## config.mk

```make
export PLATFORM = sky130hd
export DESIGN_NAME = pe_scan_seq
export DESIGN_NICKNAME = d
export VERILOG_FILES = /design/src/rtl/pe_scan_seq.sv
export SDC_FILE = /design/constraint.sdc
export NUM_CORES = 1
export LEC_CHECK = 0
export CELL_PAD_IN_SITES_DETAIL_PLACEMENT = 0
export CELL_PAD_IN_SITES_GLOBAL_PLACEMENT = 2
export CORE_ASPECT_RATIO = 0.8
export CORE_UTILIZATION = 29
export CTS_BUF_LIST = sky130_fd_sc_hd__clkbuf_8
export DETAILED_ROUTE_END_ITERATION = 6
export GPL_TIMING_DRIVEN = 0
export HOLD_SLACK_MARGIN = 0.12
export MAX_ROUTING_LAYER = met4
export PLACE_DENSITY_LB_ADDON = 0.2
export SLEW_MARGIN = 20
export SYNTH_ARGS = -nofsm -noshare
export SYNTH_HDL_FRONTEND = slang
export SYNTH_SLANG_ARGS = --single-unit
```

## constraint.sdc

```tcl
create_clock -name clock -period 2.8 [get_ports clock]
set_clock_uncertainty 0.1 [all_clocks]
set_input_delay 0.56 -clock clock [delete_from_list [all_inputs] [get_ports clock]]
set_output_delay 0.56 -clock clock [all_outputs]
set_load 0.1 [all_outputs]
```

## src/rtl/pe_scan_seq.sv

```systemverilog
//------------------------------------------------------------------------------
// pe_scan_seq : captures an N-bit request vector and emits every set-bit index
// in priority order, one per handshake. Optional macro: PE_SCAN_COUNT_EN.
// Revision: 1.0
//------------------------------------------------------------------------------
`default_nettype none

module pe_scan_seq #(
  parameter int N         = 32,
  parameter int CODE_W    = $clog2(N),
  parameter int LSB_FIRST = 0
) (
  input  logic              clock,
  input  logic              clear,
  input  logic              in_valid,
  output logic              in_ready,
  input  logic [N-1:0]      Data,
  output logic              out_valid,
  input  logic              out_ready,
  output logic [CODE_W-1:0] Code,
  output logic              done,
  output logic              empty
`ifdef PE_SCAN_COUNT_EN
  ,
  output logic [CODE_W:0]   count
`endif
);

  localparam logic [1:0] S_IDLE = 2'd0;
  localparam logic [1:0] S_SCAN = 2'd1;
  localparam logic [1:0] S_DONE = 2'd2;

  logic [1:0]        r_state;
  logic [1:0]        w_state_nxt;
  logic [N-1:0]      r_pending;
  logic              r_empty;
  logic [CODE_W-1:0] w_idx;
  logic [N-1:0]      w_clr_mask;
  logic [N-1:0]      w_pend_nxt;
  logic              w_last;
  logic              w_fire_in;
  logic              w_fire_out;

  // Last match in loop order wins, so loop direction selects the priority.
  always_comb begin
    w_idx = '0;
    if (LSB_FIRST != 0) begin
      for (int i = N - 1; i >= 0; i--) begin
        if (r_pending[i]) w_idx = CODE_W'(i);
      end
    end else begin
      for (int i = 0; i < N; i++) begin
        if (r_pending[i]) w_idx = CODE_W'(i);
      end
    end
  end

  assign w_clr_mask = N'(1) << w_idx;
  assign w_pend_nxt = r_pending & ~w_clr_mask;
  assign w_last     = ~|w_pend_nxt;
  assign w_fire_in  = in_valid  & (r_state == S_IDLE);
  assign w_fire_out = out_ready & (r_state == S_SCAN);

  always_ff @(posedge clock or posedge clear) begin
    if (clear) begin
      r_state <= S_IDLE;
    end else begin
      r_state <= w_state_nxt;
    end
  end

  always_comb begin
    w_state_nxt = r_state;
    case (r_state)
      S_IDLE: begin
        if (in_valid) begin
          w_state_nxt = (|Data) ? S_SCAN : S_DONE;
        end
      end
      S_SCAN: begin
        if (out_ready && w_last) begin
          w_state_nxt = S_DONE;
        end
      end
      S_DONE:  w_state_nxt = S_IDLE;
      default: w_state_nxt = S_IDLE;
    endcase
  end

  always_comb begin
    in_ready  = 1'b0;
    out_valid = 1'b0;
    done      = 1'b0;
    case (r_state)
      S_IDLE:  in_ready  = 1'b1;
      S_SCAN:  out_valid = 1'b1;
      S_DONE:  done      = 1'b1;
      default: in_ready  = 1'b0;
    endcase
  end

  // Index is forced to zero outside SCAN so stale pending bits never leak out.
  assign Code  = (r_state == S_SCAN) ? w_idx : '0;
  assign empty = r_empty;

  always_ff @(posedge clock or posedge clear) begin
    if (clear) begin
      r_pending <= '0;
      r_empty   <= 1'b0;
    end else if (w_fire_in) begin
      r_pending <= Data;
      r_empty   <= ~|Data;
    end else if (w_fire_out) begin
      r_pending <= w_pend_nxt;
    end
  end

`ifdef PE_SCAN_COUNT_EN
  logic [CODE_W:0] r_count;
  logic [CODE_W:0] w_pop;

  always_comb begin
    w_pop = '0;
    for (int i = 0; i < N; i++) begin
      w_pop = w_pop + (CODE_W + 1)'(Data[i]);
    end
  end

  always_ff @(posedge clock or posedge clear) begin
    if (clear) begin
      r_count <= '0;
    end else if (w_fire_in) begin
      r_count <= w_pop;
    end else if (w_fire_out) begin
      r_count <= r_count - 1'b1;
    end
  end

  assign count = r_count;
`endif

endmodule

`default_nettype wire

```

After elaboration in Yosys (flattened, before gate mapping). Cells that the tools add are included.

Output and inout port bits: 9. Bits in registers: 35. Logic and storage cells: 61. Input port bits: 36.

Shift-type cells: 1. Reduce and logical (&&, ||, !) cells: 8. Muxes and demuxes: 41. Equality and inequality tests: 4. Bitwise operators: 4.

Operators by type and width (count): $mux W5 (31); $mux W32 (2); $reduce_or A32 Y1 (2); $and A32 B32 Y32 (1); $not A32 Y32 (1); $shl A1 B5 Y32 const A (1); $mux W2 (3); $mux W1 (4); $pmux W2 S2 (1); $and A1 B1 Y1 (2); $eq A2 B1 Y1 const B (1); $eq A2 B2 Y1 const B (1); $logic_not A1 Y1 (2); $logic_not A2 Y1 (1); $ne A2 B1 Y1 const B (1); $ne A2 B2 Y1 const B (1); $reduce_and A2 Y1 (1); $reduce_bool A2 Y1 (1); $logic_and A1 B1 Y1 (1).

Depth between registers and ports, before layout. Gate-level depths: netlist (run 1).

Word-level depth: 39. Mapped depth: 11. Mapped depth without buffers: 9.

Worst setup path before layout (run 1). Ideal clock, no wire load.

Path kind: register to output. Start: register r_pending[2]. End: output port Code[0]. Setup slack: -0.906 ns. Arrival time: 3.046 ns. Buffers on the path: 0. Cell stages (with the launch flop): 6. Data required time: 2.140 ns. Cell sequence: dfrtp_1 nand2b_1 a221o_1 a211oi_1 o2111ai_2 a21oi_1.

Longest elaborated chain between the ends: 31.

RTL lines: from (decl) (line 35) `logic [N-1:0] r_pending;`; from (signal assigned) (line 111) `r_pending <= Data;`; from (signal assigned) (line 114) `r_pending <= w_pend_nxt;`; $mux W5 (30 in a row) (line 53) `if (r_pending[i]) w_idx = CODE_W'(i);`; $mux W5 (line 103) `assign Code = (r_state == S_SCAN) ? w_idx : '0;`; to (decl) (line 20) `output logic [CODE_W-1:0] Code,`.

Every way passes these cells.

Final worst setup path (run 1).
Start: register r_pending[19]. End: register r_state[0].

Longest elaborated chain between the ends: 21.

RTL lines: $mux W5 (13 in a row) (line 53); $shl A1 B5 Y32 (line 58) `assign w_clr_mask = N'(1) << w_idx;`; $not A32 Y32 (line 59) `assign w_pend_nxt = r_pending & ~w_clr_mask;`; $and A32 B32 Y32 * (line 59); $reduce_or A32 Y1 * (line 60) `assign w_last = ~|w_pend_nxt;`; $logic_not A1 Y1 * (line 60); $logic_and A1 B1 Y1 * (line 81) `if (out_ready && w_last) begin`; $ne A2 B1 Y1 (no line) *; $reduce_and A2 Y1 (no line) *; to (signal assigned) (line 68) `r_state <= w_state_nxt;`; to (decl) (line 33) `logic [1:0] r_state;`.

Every way passes the cells marked *; elsewhere a longest branch is shown, timed or not. A chain may end at the register's enable or synchronous reset.

==> flow_summary.json, run 1 <==
{
  "diodes": 0,
  "setup_ws_ns": -0.499,
  "die_area_mm2": 0.00904,
  "worstPathRequired_ns": 2.89,
  "wl_um": 10900,
  "synth_edf_count": 0,
  "nets": 430,
  "synth-compound-area-share_pct": 34.7,
  "ys_ff_latch": 35,
  "final_cells": 503,
  "maxCapViolations": 0,
  "grt_pass1_wl_um": 17500,
  "port_buffers": 44,
  "remaining_drc_errors": 0,
  "final_max_slew_viol_count": 0,
  "h-tree-depth": 2,
  "grt_use_total_pct": 26.5,
  "setup_violations": 5,
  "clk_latency_ns": 0.30,
  "cts_buffer_depth": 2,
  "startpoint": "r_pending[19]$_DFFE_PP0P_",
  "grt_pass1_vias": 2986,
  "cts_tree": "done",
  "drt_pass1_iterations": 5,
  "rows": 29,
  "period_needed_ns": 3.30,
  "rr_worst_depth": 9,
  "cts_sinks": 35,
  "rsz0062_at_grt": "yes",
  "max_slew_margin_pct": 35.3,
  "synthToLayoutAreaGrowth_pct": 48.9,
  "regArea_um2": 888,
  "cp-end-kind": "flop",
  "final_cell_mix": "nand2_1 (39), clkdlybuf4s50_1 (38), buf_4 (31)",
  "synthSimpleGateAreaFrac_pct": 26.9,
  "synth_fp_nets": 346,
  "multi_input_area_mm2": 0.00179,
  "coreArea_mm2": 0.00816,
  "hold_depth": 2,
  "ant_nets": 0,
  "dp_cells": 463,
  "fill_cells": 851,
  "crit_end": "r_state[0]$_DFFE_PP0P_",
  "async_flop_share_pct": 100,
  "grt_start_max_net_pins": 19,
  "critPathKind": "reg -> reg",
  "chipWidth_um": 106,
  "num_vias": 3009,
  "place_congestion": 0.899,
  "overflow": 0,
  "tightest_slew_ns": 0.968,
  "reg2reg_to": "r_state[0]$_DFFE_PP0P_",
  "layout_commonest_cell": "nand2_1",
  "ys_types": 52,
  "synth_top_family_by_area": "compound AO/OA/AOI/OAI gates",
  "outcome": "complete, but fails checks",
  "hpwl_um": 7940,
  "cp_max_fo": 5,
  "synth_adder_area_share_pct": 0,
  "finalCritPeriodShare_pct": 118,
  "failed_checks": "setup timing",
  "hold_viol": 0,
  "ys_warn_count": 0,
  "cts_hold_buf": 0,
  "arrival_ns": 3.39,
  "root_buffer": "clkbuf_8",
  "clkTransAtPathRegs_ns": 0.07,
  "r2r_slack_ns": -0.50,
  "synth.area.mux_share_pct": 0,
  "drive_gt1_share_pct": 26.8,
  "ys_seq_area_share_pct": 34.9,
  "tns_ns": -1.78,
  "initial_utilization_pct": 30.8,
  "synth_area_per_cell_um2": 8.10,
  "fmax_mhz": 303,
  "ys.flop_type": "dfrtp_1",
  "start_kind": "flop",
  "reg2reg_from": "r_pending[19]$_DFFE_PP0P_",
  "synth_xor_area_share_pct": 0,
  "drtIter0Drc": 324,
  "die_h_um": 85.3,
  "num_io_pins": 45,
  "numCtsBuffers": 5,
  "hp-class": "reg -> reg",
  "netlist_instances": 310,
  "post_drt_wl_per_cell_um": 21.7,
  "syn-cell-area_mm2": 0.00251,
  "grt_antenna_before_repair": 0,
  "via_per_inst": 5.98
}
==> through the flow <==
stage / area [µm²] / utilization (%) / setup WS, ns / hold slack (ns)
global placement: 3120 / 38.2 / -1.34 / 0.370
finish: 3740 / 45.8 / -0.499 / 0.390
floorplan: 2540 / - / -0.296 / 0.384
detailed placement: 3150 / 38.6 / -1.21 / 0.362
global route: 3740 / 45.8 / -0.575 / 0.407
CTS: 3600 / 44.1 / -0.434 / 0.391
==> critical path: stages, from the launching register on <==
cell and delay [ns]:
dfrtp_2 0.45, or4_4 0.55, or3_4 0.35, a211o_1 0.28
a2111o_1 0.41, a221oi_2 0.23, and4_1 0.22, and4_1 0.21
nand4_1 0.20, o2bb2ai_1 0.19
==> kinds of logic (layout without fill, tap and decap cells) <==
group | Yosys count | count (layout)
flops | 35 | 35
buf+inv | 23 | 108
compound gates | 120 | 120
simple gates | 132 | 132
==> worst min path at each step <==
stage	startpoint	end	slack [ns]
2_1_floorplan	r_pending[0]$_DFFE_PP0P_	r_pending[0]$_DFFE_PP0P_	0.38
3_3_place_gp	empty$_DFFE_PP0P_	empty$_DFFE_PP0P_	0.37
3_5_place_dp	empty$_DFFE_PP0P_	empty$_DFFE_PP0P_	0.36
4_1_cts	empty$_DFFE_PP0P_	empty$_DFFE_PP0P_	0.39
5_1_grt	empty$_DFFE_PP0P_	empty$_DFFE_PP0P_	0.41
6_report	empty$_DFFE_PP0P_	empty$_DFFE_PP0P_	0.39
==> synth_stat cells (all sizes together), types with 5 or more instances <==
library cell  number  area [µm²]
o31ai              7        52.6
or4                5        41.3
inv               12        45.0
nor2              17        63.8
a21oi             12        63.8
nand2             46         173
a22o              25         220
nor4              17         106
clkbuf             8        30.0
nand4              6        37.5
and2               6        37.5
dfrtp             35         876
o21ai             37         185
nand2b             8        50.1
nor3              10        50.1
==> metal layers <==
metal,up-vias,global-route usage [%],routed length (µm)
met2,152,37.8,4620
met1,1469,38.4,5240
met3,22,5.30,881
met4,0,5.81,183
li1,1366,-,-
met5,-,-,0
==> flip-flops by register name, indices dropped and copies added (netlist names) <==
name / flops
empty: 1
r_state: 2
r_pending: 32
==> area by class of cell <==
type                            instances  share of cell area [%]
Clock buffer                            5                    1.84
Sequential cell                        35                    23.7
Buffer                                 10                    1.57
Timing Repair Buffer                   78                    19.9
Inverter                               12                    1.20
Clock inverter                          3                   0.334
Multi-Input combinational cell        252                    47.8
Tap cell                              108                    3.61
==> repair_timing <==
item	4_1_cts	5_1_grt
resized for setup	84	26
buffers inserted	19	14
pin swaps	15	9
endpoints found under the setup margin	33	29
Power of run 1 is left out: the tool's default activity adds up to more than one toggle a clock period on the data nets, which glitch-free logic cannot reach.
==> run 2, diff against run 1 <==
- TNS_END_PERCENT: unset -> 1
- clock period: 2.8 -> 3.02 ns (I/O delays scaled with it)
==> run 2 against run 1 <==
Compared with the run above:
- the flow still finishes with violations (setup timing)
- die area is the same
- critical path depth did not move
- worst hold slack worse by 0.0082 ns
- first-iteration DRC count shrank 9.0%
- sequential share of layout area up 0.86 points
- fmax decreased by 0.16%
- final area decreased by 3.6%
- wire length is 2.2% lower
- via count down 2.4%
- critical endpoint unchanged
==> flow_summary.json, run 2 (same netlist as run 1, synthesis figures left out) <==
{
  "setup_ws_ns": -0.284,
  "drtIter0Drc": 295,
  "hpwl_um": 7770,
  "port_buffers": 44,
  "die_area_mm2": 0.00904,
  "worstPathRequired_ns": 3.10,
  "overflow": 0,
  "max_slew_margin_pct": 34.9,
  "ant_nets": 0,
  "num_vias": 2938,
  "fill_cells": 879,
  "grt_start_max_net_pins": 33,
  "routed-wl-met2_um": 4500,
  "place_ws_ns": -0.989,
  "clk_latency_ns": 0.30,
  "regMostFlops": "r_pending",
  "place_congestion": 0.899,
  "cp-end-kind": "flop",
  "finalCritPeriodShare_pct": 109,
  "period_needed_ns": 3.30,
  "start_kind": "flop",
  "dpl-instance-area_mm2": 0.00311,
  "grt_pass1_vias": 2816,
  "die_h_um": 85.3,
  "drt_pass1_iterations": 5,
  "root_buffer": "clkbuf_8",
  "final_area_mm2": 0.00360,
  "critPathKind": "reg -> reg",
  "post_drt_wl_per_cell_um": 21.7,
  "synthToLayoutAreaGrowth_pct": 43.5,
  "clkTransAtPathRegs_ns": 0.07,
  "grt_pass1_wl_um": 16700,
  "final_cells": 493,
  "hp-class": "reg -> reg",
  "initial_utilization_pct": 30.8,
  "fmax_mhz": 303,
  "diodes": 0,
  "cp_max_fo": 4,
  "cts_buffer_depth": 2,
  "multi_input_area_mm2": 0.00175,
  "cts_hold_buf": 0,
  "remaining_drc_errors": 0,
  "grt_use_total_pct": 25.2,
  "cts_tree": "done",
  "dp_cells": 463,
  "tightest_slew_ns": 0.974,
  "rows": 29,
  "drive_gt1_share_pct": 21.6,
  "cts_sinks": 35,
  "outcome": "complete, but fails checks",
  "h-tree-depth": 2,
  "num_io_pins": 45,
  "dr.max_layer_used": "met4",
  "wl_um": 10700,
  "grt_antenna_before_repair": 0,
  "failed_checks": "setup timing",
  "via_per_inst": 5.96,
  "arrival_ns": 3.39,
  "m1WireLength_um": 5250,
  "coreArea_mm2": 0.00816,
  "met3_length_um": 767,
  "nets": 420,
  "tns_ns": -0.961,
  "final_cell_mix": "nand2_1 (41), clkdlybuf4s50_1 (38), o21ai_0 (36)",
  "chipWidth_um": 106,
  "layout_commonest_cell": "nand2_1",
  "largest_register_ffs": 32,
  "setup_violations": 4,
  "regArea_um2": 887,
  "final_max_slew_viol_count": 0,
  "numCtsBuffers": 5,
  "hold_viol": 0,
  "rsz0062_at_grt": "yes",
  "maxCapViolations": 0
}
run 2: cell types whose count changed in the layout (fill, tap and decap cells not counted), sizes merged:
cell	before	now
clkdlybuf4s15	1	0
buf	41	29
clkbuf	13	14
dlygate4sd2	0	2
run 2: cell type report:
type,count,share of cell area (%)
clock buffers,5,1.91
plain buffers,11,1.84
well taps,108,3.75
repair buffers,67,17.7
inverters,12,1.25
flip-flops and latches,35,24.6
clock inverters,3,0.347
multi-input cells,252,48.6
run 2: critical path, stage by stage (launching register included):
cell and delay (ns):
dfrtp_2 0.44, or4_4 0.54, or3_4 0.34, a211o_1 0.32, a2111o_1 0.43, a221oi_2 0.21, and4_1 0.24, and4_1 0.20
nand4_1 0.19, o2bb2ai_1 0.18
run 2: what timing repair did:
| item | CTS | global route |
|---|---|---|
| pin swaps | 4 | 17 |
| buffers inserted | 7 | 15 |
| endpoints found under the setup margin | 20 | 15 |
| resized for setup | 52 | 30 |
run 2: per-layer routing:
metal / up-vias / global-route usage, %
met1: 1453 / 37.9
met5: - / -
met4: 0 / 5.18
li1: 1340 / -
met2: 130 / 35.4
met3: 15 / 3.53
run 2: worst paths after layout:
path	start	end	slack [ns]	cells after the start
max	r_pending[19]$_DFFE_PP0P_	r_state[0]$_DFFE_PP0P_	-0.28	9
min	empty$_DFFE_PP0P_	empty$_DFFE_PP0P_	0.38	2
max reg2reg	r_pending[19]$_DFFE_PP0P_	r_state[0]$_DFFE_PP0P_	-0.28	9
min reg2reg	empty$_DFFE_PP0P_	empty$_DFFE_PP0P_	0.38	2
max in group asynchronous	clear	r_pending[23]$_DFFE_PP0P_	2.03	3
min in group asynchronous	clear	r_pending[28]$_DFFE_PP0P_	0.39	2
run 2: per-stage QoR:
stage | util [%] | hold WS (ns)
3_5_place_dp | 38.1 | 0.371
4_1_cts | 41.4 | 0.386
2_1_floorplan | - | 0.384
5_1_grt | 44.2 | 0.414
3_3_place_gp | 37.9 | 0.371
6_report | 44.2 | 0.381
Power of run 2 is left out for the same reason.
